File: config.mk
export PLATFORM = sky130hd
export DESIGN_NAME = fp_norm_round
export DESIGN_NICKNAME = d
export VERILOG_FILES = /design/src/rtl/fp_mul_pkg.sv /design/src/rtl/fp_rne_round.sv /design/src/rtl/fp_norm_round.sv
export SDC_FILE = /design/constraint.sdc
export NUM_CORES = 1
export LEC_CHECK = 0
export CORE_MARGIN = 2
export CORE_UTILIZATION = 50
export CTS_CLUSTER_DIAMETER = 40
export DETAILED_ROUTE_END_ITERATION = 8
export HOLD_SLACK_MARGIN = 0.1
export PLACE_DENSITY = 0.76
export SETUP_SLACK_MARGIN = 0.15
export SYNTH_ARGS = -nofsm -noshare
export SYNTH_HDL_FRONTEND = slang
export SYNTH_HIERARCHICAL = 1
export SYNTH_SLANG_ARGS = --single-unit
File: constraint.sdc
create_clock -name clk -period 2.7 [get_ports clk]
set_input_delay 0.27 -clock clk [delete_from_list [all_inputs] [get_ports clk]]
set_output_delay 0.27 -clock clk [all_outputs]
set_load 0.01 [all_outputs]
File: src/rtl/fp_mul_pkg.sv
// Shared constants and state encoding for the single-precision multiply path.
package fp_mul_pkg;

    localparam int BIAS    = 127;
    localparam int EXP_MAX = 255;

    // Canonical quiet NaN returned for every invalid operation.
    localparam logic [31:0] QNAN    = 32'h7FC0_0000;
    // Exponent/fraction field of an infinity; the sign is prepended by the user.
    localparam logic [30:0] INF_MAG = {8'hFF, 23'h0};

    // Five states need three bits; the sequence is strictly linear.
    typedef enum logic [2:0] {
        ST_IDLE  = 3'd0,
        ST_EXP   = 3'd1,
        ST_NORM  = 3'd2,
        ST_ROUND = 3'd3,
        ST_PACK  = 3'd4
    } state_e;

endpackage

File: src/rtl/fp_rne_round.sv
// Round-to-nearest-even on a W-bit mantissa with guard and sticky bits.
// A carry out of the top bit renormalises the mantissa to 1.000...; the
// caller bumps its exponent when carry is set.
module fp_rne_round #(
    parameter int W = 24
) (
    input  logic [W-1:0] m,
    input  logic         g,
    input  logic         st,
    output logic [W-1:0] m_out,
    output logic         carry
);

    logic         rup;
    logic [W:0]   m_sum;

    // Increment on above-half, or on exact half when the LSB is odd.
    always_comb begin
        rup   = g & (st | m[0]);
        m_sum = {1'b0, m} + {{W{1'b0}}, rup};
        carry = m_sum[W];
        m_out = carry ? m_sum[W:1] : m_sum[W-1:0];
    end

endmodule

File: src/rtl/fp_norm_round.sv
// Normalise / round / pack stage of the binary32 multiplier. Fixed five-cycle
// walk IDLE->EXP->NORM->ROUND->PACK for every operation, specials included.
module fp_norm_round #(
    parameter int BIAS   = fp_mul_pkg::BIAS,
    parameter int EXP_W  = 8,
    parameter int MANT_W = 24
) (
    input  logic                      clk,
    input  logic                      reset,
    input  logic                      start,
    input  logic                      sign_a,
    input  logic                      sign_b,
    input  logic [EXP_W-1:0]          exp_a,
    input  logic [EXP_W-1:0]          exp_b,
    input  logic                      frac_nz_a,
    input  logic                      frac_nz_b,
    input  logic [2*MANT_W-1:0]       product,
    output logic                      busy,
    output logic                      done,
    output logic [EXP_W+MANT_W-1:0]   result
);

    import fp_mul_pkg::*;

    localparam int PW = 2 * MANT_W;     // product width
    localparam int EW = EXP_W + 2;      // signed working exponent, never wraps
    localparam int RW = EXP_W + MANT_W; // packed result width

    localparam logic [EXP_W-1:0]     EXP_ONES = EXP_W'(EXP_MAX);
    localparam logic signed [EW-1:0] E_MAX    = EW'(EXP_MAX);

    state_e                 state_q, state_d;
    logic                   sign_a_q, sign_a_d;
    logic                   sign_b_q, sign_b_d;
    logic [EXP_W-1:0]       exp_a_q, exp_a_d;
    logic [EXP_W-1:0]       exp_b_q, exp_b_d;
    logic                   frac_nz_a_q, frac_nz_a_d;
    logic                   frac_nz_b_q, frac_nz_b_d;
    logic [PW-1:0]          prod_q, prod_d;
    logic signed [EW-1:0]   e_q, e_d;
    logic                   s_q, s_d;
    logic                   nan_q, nan_d;
    logic                   inf_q, inf_d;
    logic                   zero_q, zero_d;
    logic [MANT_W-1:0]      m_q, m_d;
    logic                   g_q, g_d;
    logic                   st_q, st_d;
    logic [RW-1:0]          result_q, result_d;
    logic                   done_q, done_d;

    logic [MANT_W-1:0]      rnd_m;
    logic                   rnd_carry;
    logic                   inf_a, inf_b, zero_a, zero_b, snan_a, snan_b;

    fp_rne_round #(.W(MANT_W)) u_rne (
        .m     (m_q),
        .g     (g_q),
        .st    (st_q),
        .m_out (rnd_m),
        .carry (rnd_carry)
    );

    // Operand classification from the captured exponent/fraction flags.
    always_comb begin
        snan_a = (exp_a_q == EXP_ONES) &  frac_nz_a_q;
        snan_b = (exp_b_q == EXP_ONES) &  frac_nz_b_q;
        inf_a  = (exp_a_q == EXP_ONES) & ~frac_nz_a_q;
        inf_b  = (exp_b_q == EXP_ONES) & ~frac_nz_b_q;
        zero_a = (exp_a_q == '0);
        zero_b = (exp_b_q == '0);
    end

    // Next-state and datapath: each state advances exactly one step.
    always_comb begin
        // NOTE: every _d starts from its _q (or a fixed value), so no branch
        // can leave a signal unassigned and infer a latch.
        state_d     = state_q;
        sign_a_d    = sign_a_q;
        sign_b_d    = sign_b_q;
        exp_a_d     = exp_a_q;
        exp_b_d     = exp_b_q;
        frac_nz_a_d = frac_nz_a_q;
        frac_nz_b_d = frac_nz_b_q;
        prod_d      = prod_q;
        e_d         = e_q;
        s_d         = s_q;
        nan_d       = nan_q;
        inf_d       = inf_q;
        zero_d      = zero_q;
        m_d         = m_q;
        g_d         = g_q;
        st_d        = st_q;
        result_d    = result_q;
        done_d      = 1'b0;

        unique case (state_q)
            ST_IDLE: begin
                if (start) begin
                    sign_a_d    = sign_a;
                    sign_b_d    = sign_b;
                    exp_a_d     = exp_a;
                    exp_b_d     = exp_b;
                    frac_nz_a_d = frac_nz_a;
                    frac_nz_b_d = frac_nz_b;
                    prod_d      = product;
                    state_d     = ST_EXP;
                end
            end

            ST_EXP: begin
                e_d     = EW'(exp_a_q) + EW'(exp_b_q) - EW'(BIAS);
                s_d     = sign_a_q ^ sign_b_q;
                nan_d   = snan_a | snan_b | (inf_a & zero_b) | (zero_a & inf_b);
                inf_d   = (inf_a | inf_b) & ~nan_d;
                zero_d  = zero_a | zero_b;
                state_d = ST_NORM;
            end

            ST_NORM: begin
                if (prod_q[PW-1]) begin
                    // Product in [2,4): take the top MANT_W bits, bump exponent.
                    m_d  = prod_q[PW-1 -: MANT_W];
                    g_d  = prod_q[PW-MANT_W-1];
                    st_d = |prod_q[PW-MANT_W-2:0];
                    e_d  = e_q + EW'(1);
                end else begin
                    m_d  = prod_q[PW-2 -: MANT_W];
                    g_d  = prod_q[PW-MANT_W-2];
                    st_d = |prod_q[PW-MANT_W-3:0];
                end
                state_d = ST_ROUND;
            end

            ST_ROUND: begin
                m_d = rnd_m;
                if (rnd_carry) begin
                    e_d = e_q + EW'(1);
                end
                state_d = ST_PACK;
            end

            ST_PACK: begin
                if (nan_q) begin
                    result_d = QNAN;
                end else if (inf_q) begin
                    result_d = {s_q, INF_MAG};
                end else if (zero_q) begin
                    result_d = {s_q, (RW-1)'(0)};
                end else if (e_q >= E_MAX) begin
                    result_d = {s_q, INF_MAG};
                end else if (e_q[EW-1] || (e_q == '0)) begin
                    result_d = {s_q, (RW-1)'(0)};
                end else begin
                    result_d = {s_q, e_q[EXP_W-1:0], m_q[MANT_W-2:0]};
                end
                done_d  = 1'b1;
                state_d = ST_IDLE;
            end

            default: state_d = ST_IDLE;
        endcase
    end

    // State register; synchronous reset discards any operation in flight.
    always_ff @(posedge clk) begin
        // NOTE: non-blocking assignments so every flop samples pre-edge values.
        if (reset) begin
            state_q     <= ST_IDLE;
            sign_a_q    <= 1'b0;
            sign_b_q    <= 1'b0;
            exp_a_q     <= '0;
            exp_b_q     <= '0;
            frac_nz_a_q <= 1'b0;
            frac_nz_b_q <= 1'b0;
            prod_q      <= '0;
            e_q         <= '0;
            s_q         <= 1'b0;
            nan_q       <= 1'b0;
            inf_q       <= 1'b0;
            zero_q      <= 1'b0;
            m_q         <= '0;
            g_q         <= 1'b0;
            st_q        <= 1'b0;
            result_q    <= '0;
            done_q      <= 1'b0;
        end else begin
            state_q     <= state_d;
            sign_a_q    <= sign_a_d;
            sign_b_q    <= sign_b_d;
            exp_a_q     <= exp_a_d;
            exp_b_q     <= exp_b_d;
            frac_nz_a_q <= frac_nz_a_d;
            frac_nz_b_q <= frac_nz_b_d;
            prod_q      <= prod_d;
            e_q         <= e_d;
            s_q         <= s_d;
            nan_q       <= nan_d;
            inf_q       <= inf_d;
            zero_q      <= zero_d;
            m_q         <= m_d;
            g_q         <= g_d;
            st_q        <= st_d;
            result_q    <= result_d;
            done_q      <= done_d;
        end
    end

    assign busy   = (state_q != ST_IDLE);
    assign done   = done_q;
    assign result = result_q;

endmodule

==> summary.txt <==
Drt
  – ANT nets after route: 0
  – Top routing layer in use: met4
  – DR DRC count: 0
  – Met3 wire length: 1330 um
  – Wire per inst: 14.5 um
  – Vias/cell: 5.48
  – Met2 WL: 7680 um
  – TritonRoute pass-1 iters: 5
  – M1 WL: 8210 um
  – Initial drt markers: 313
  – Via count: 6,618
  – Wirelength, routed: 17,400 um

Job
  – Max-cap violations: 0

Yosys
  – Mapped Cells: 916
  – Cell Area, Synth: 7220 um2
  – Primary FF master, synth: dfxtp_1
  – Count of cell types in the netlist: 67
  – Yosys warning count: 6
  – Fraction of registers with async set/reset: 0
  – Post-synthesis sequential area ratio: 0.399
  – EDFF count, synth: 0
  – Post-Syn Nets: 1,007
  – Syn Area/Cell: 7.88 um2
  – Synth Register Bits: 144

Floorplanning
  – Die area: 15,400 um2
  – FP Rows: 43
  – Die width: 124 um
  – Core ar.: 14,000 um2
  – Initial Utilization: 0.516
  – Io pins: 105
  – Die Ht: 124 um

STA
  – Final worst slack: 0.209 ns
  – Fin crit share: 0.923
  – Worst Max-Slew Pin Slew: 0.947 ns
  – Hold Vio Cnt, Final: 0
  – Final Skew: 0.00583 ns
  – Slew margin rel.: 0.368
  – Fin crit period: 2.49 ns
  – Setup violators final: 0
  – RSZ-0062 raised after global routing: true
  – Setup tns final: 0 ns
  – Max-slew violation count: 0
  – Fmax achieved: 0.401 GHz

Placement
  – HPWL Detailed: 12,100 um
  – Input/output buffers: 104
  – Gpl congestion: 0.904
  – Worst slack, placed: 0.0934 ns
  – Post-Place Cell Area: 8440 um2

Clock network
  – CTS sink count: 144
  – Reg clk slew, reported paths: 0.06 ns
  – H-tree Lvls: 4
  – Root buf cell: clkbuf_16
  – Worst skew pair latency: 0.42 ns
  – CTS tree: done
  – CTS buffer count: 17
  – Clk buf depth: 2
  – Hold_buf cts: 0

Worst setup path
  – Crit-path max FO: 4
  – CP endpoint kind: register
  – Slowest CP cell: or4b_1
  – Critical path class: register to register
  – WP data required: 3.04 ns
  – Data arrival time of the critical path: 2.83 ns
  – Worst stage delay on the critical path: 0.51 ns
  – Startpoint type of the worst setup path: register
  – Crit-path cells: ha_1 -> ha_2 -> fa_2 -> a211oi_2 -> nor2_1 -> o31a_1 -> or4b_1 -> a31oi_1

GRT
  – First-pass GRT wire length: 28,400 um
  – Vias in the first global route: 5,774
  – All-layer global routing usage: 0.233
  – Total gr overflow: 0
  – Pin count of the biggest net entering global routing: 82
  – Initial antenna violation count: 0

Power and ir drop
  – PD cells: 604 nW/um2
  – Int Pwr: 4080 uW
  – NetSw: 1450 uW
  – VDD IR-drop max: 0.493 mV
  – Power, Total: 5520 uW
  – Pleak: 0.00322 uW
  – Clock power share: 0.418
  – Logic pwr share: 0.153
  – Sw Ratio: 0.262
  – Sequential share of power: 0.430

Finish
  – Fill cells: 1,226
  – Final Cell Area: 9140 um2
  – Fin util: 0.654
  – Share of layout cells above drive strength 1: 0.130
  – N_diodes: 0
  – Area Growth Syn to Fin: 26.6%
  – Layout Nets: 1,106

Outcome
  – Outcome: complete, no violations

Worst hold path
  – Worst Hold Class: primary input to register
-- through the flow --
stage          hold WS, ns  cells
3_5_place_dp         0.449   1168
5_1_grt              0.389   1207
2_1_floorplan        0.406    916
6_report             0.390   1207
4_1_cts              0.375   1205
3_3_place_gp         0.442   1168
-- cells in the mapped netlist, types with 2 or more instances --
cell	number	area, um2
clkbuf_1	40	150
o21a_1	4	30.0
nand2b_1	3	18.8
a41oi_1	3	26.3
a311oi_1	3	26.3
a31oi_1	12	75.1
nand4b_1	2	17.5
mux2i_1	25	250
o21ai_0	40	200
nor2_1	48	180
buf_4	7	52.6
or3_1	3	18.8
nand2_1	248	931
a21o_1	3	22.5
a22oi_2	20	250
o22ai_1	3	18.8
ha_1	19	238
and3_1	5	31.3
a211oi_1	16	120
buf_12	2	40.0
nor2b_1	2	12.5
inv_1	16	60.1
buf_2	9	45.0
o2111ai_1	2	17.5
o31a_1	2	17.5
nor2_2	20	125
nor3_4	2	32.5
nor3_1	20	100
a22oi_1	3	22.5
dfxtp_1	144	2880
nand4_1	8	50.1
nor4_1	17	106
or4_1	2	15.0
buf_6	2	22.5
xnor2_1	14	123
nand3_1	14	70.1
a21oi_1	103	515
-- area by class of cell --
type | count | area (um2) | share of cell area
tap | 180 | 225 | 0.0246
multi-input combinational | 696 | 4040 | 0.441
clock buffer | 26 | 499 | 0.0546
clock inverter | 5 | 77.6 | 0.00849
sequential | 144 | 2890 | 0.316
inverter | 16 | 60.1 | 0.00657
timing repair buffer | 140 | 1350 | 0.148
-- cells by family (layout without fill, tap and decap cells) --
family / Yosys count / count (layout) / share of synthesized area
adder cells (fa/ha/maj): 20 / 20 / 0.0357
buffers and inverters: 76 / 187 / 0.0513
AND/OR/NAND/NOR: 406 / 406 / 0.254
multiplexers: 27 / 27 / 0.0383
flip-flops: 144 / 144 / 0.399
XOR/XNOR: 15 / 15 / 0.0182
AO/OA/AOI/OAI: 228 / 228 / 0.204
-- power groups by stage --
stage	registers (uW)	logic (uW)	clock network [uW]
2_1_floorplan	2380	556	0
3_3_place_gp	2410	797	0
3_5_place_dp	2420	807	0
4_1_cts	2370	826	2330
5_1_grt	2390	946	2410
6_report	2370	844	2310
-- path summary, 6_finish.rpt --
path | end | from | cells past startpoint | slack, ns
max reg2reg | e_q[9] | exp_a_q[1] | 8 | 0.21
min reg2reg | result[31] | result[31] | 2 | 0.45
min | exp_a_q[2] | exp_a[2] | 3 | 0.39
max | e_q[9] | exp_a_q[1] | 8 | 0.21
-- registers in the layout, indices dropped and copies added (netlist names), 3 cells and up --
register	count
result	32
exp_b_q	8
e_q	10
state_q	3
exp_a_q	8
prod_q	48
m_q	24
-- layout by cell type (no fill, tap or decap), types with 4 or more instances in the layout --
cell type / netlist / layout
nand3_1: 14 / 14
o21ai_0: 40 / 39
dfxtp_1: 144 / 138
clkbuf_1: 40 / 5
mux2i_1: 25 / 25
ha_1: 19 / 16
clkbuf_8: 0 / 4
dfxtp_2: 0 / 5
clkdlybuf4s50_1: 0 / 103
xnor2_1: 14 / 14
nand4_1: 8 / 8
inv_1: 16 / 16
o21a_1: 4 / 4
a31oi_1: 12 / 12
nor2_2: 20 / 20
nor4_1: 17 / 17
a21oi_1: 103 / 103
nand2_1: 248 / 247
a211oi_1: 16 / 15
nor2_1: 48 / 48
and3_1: 5 / 5
a22oi_2: 20 / 20
buf_4: 7 / 34
nor3_1: 20 / 18
clkbuf_16: 0 / 18
-- worst max-delay path, delay by kind of cell (launching register included) --
family | cells | cell delay, ns
AO/OA/AOI/OAI | 3 | 0.57
adder cells (fa/ha/maj) | 3 | 0.90
flip-flops | 1 | 0.33
AND/OR/NAND/NOR | 2 | 0.60
-- layer usage --
metal / up-vias / global-route usage
met1: 3043 / 0.328
met3: 19 / 0.0765
li1: 3387 / -
met2: 169 / 0.341
met4: 0 / 0.0653
met5: - / 0
-- repair_timing --
action | in CTS | in global routing
setup buffers | 6 | 1
setup endpoints to repair | 4 | 10
gates cloned | 0 | 1
endpoints found under the hold margin | 0 | 0
resized for setup | 5 | 12
pin swaps | 7 | 10
No activity file was read; power rests on OpenSTA's default activity.
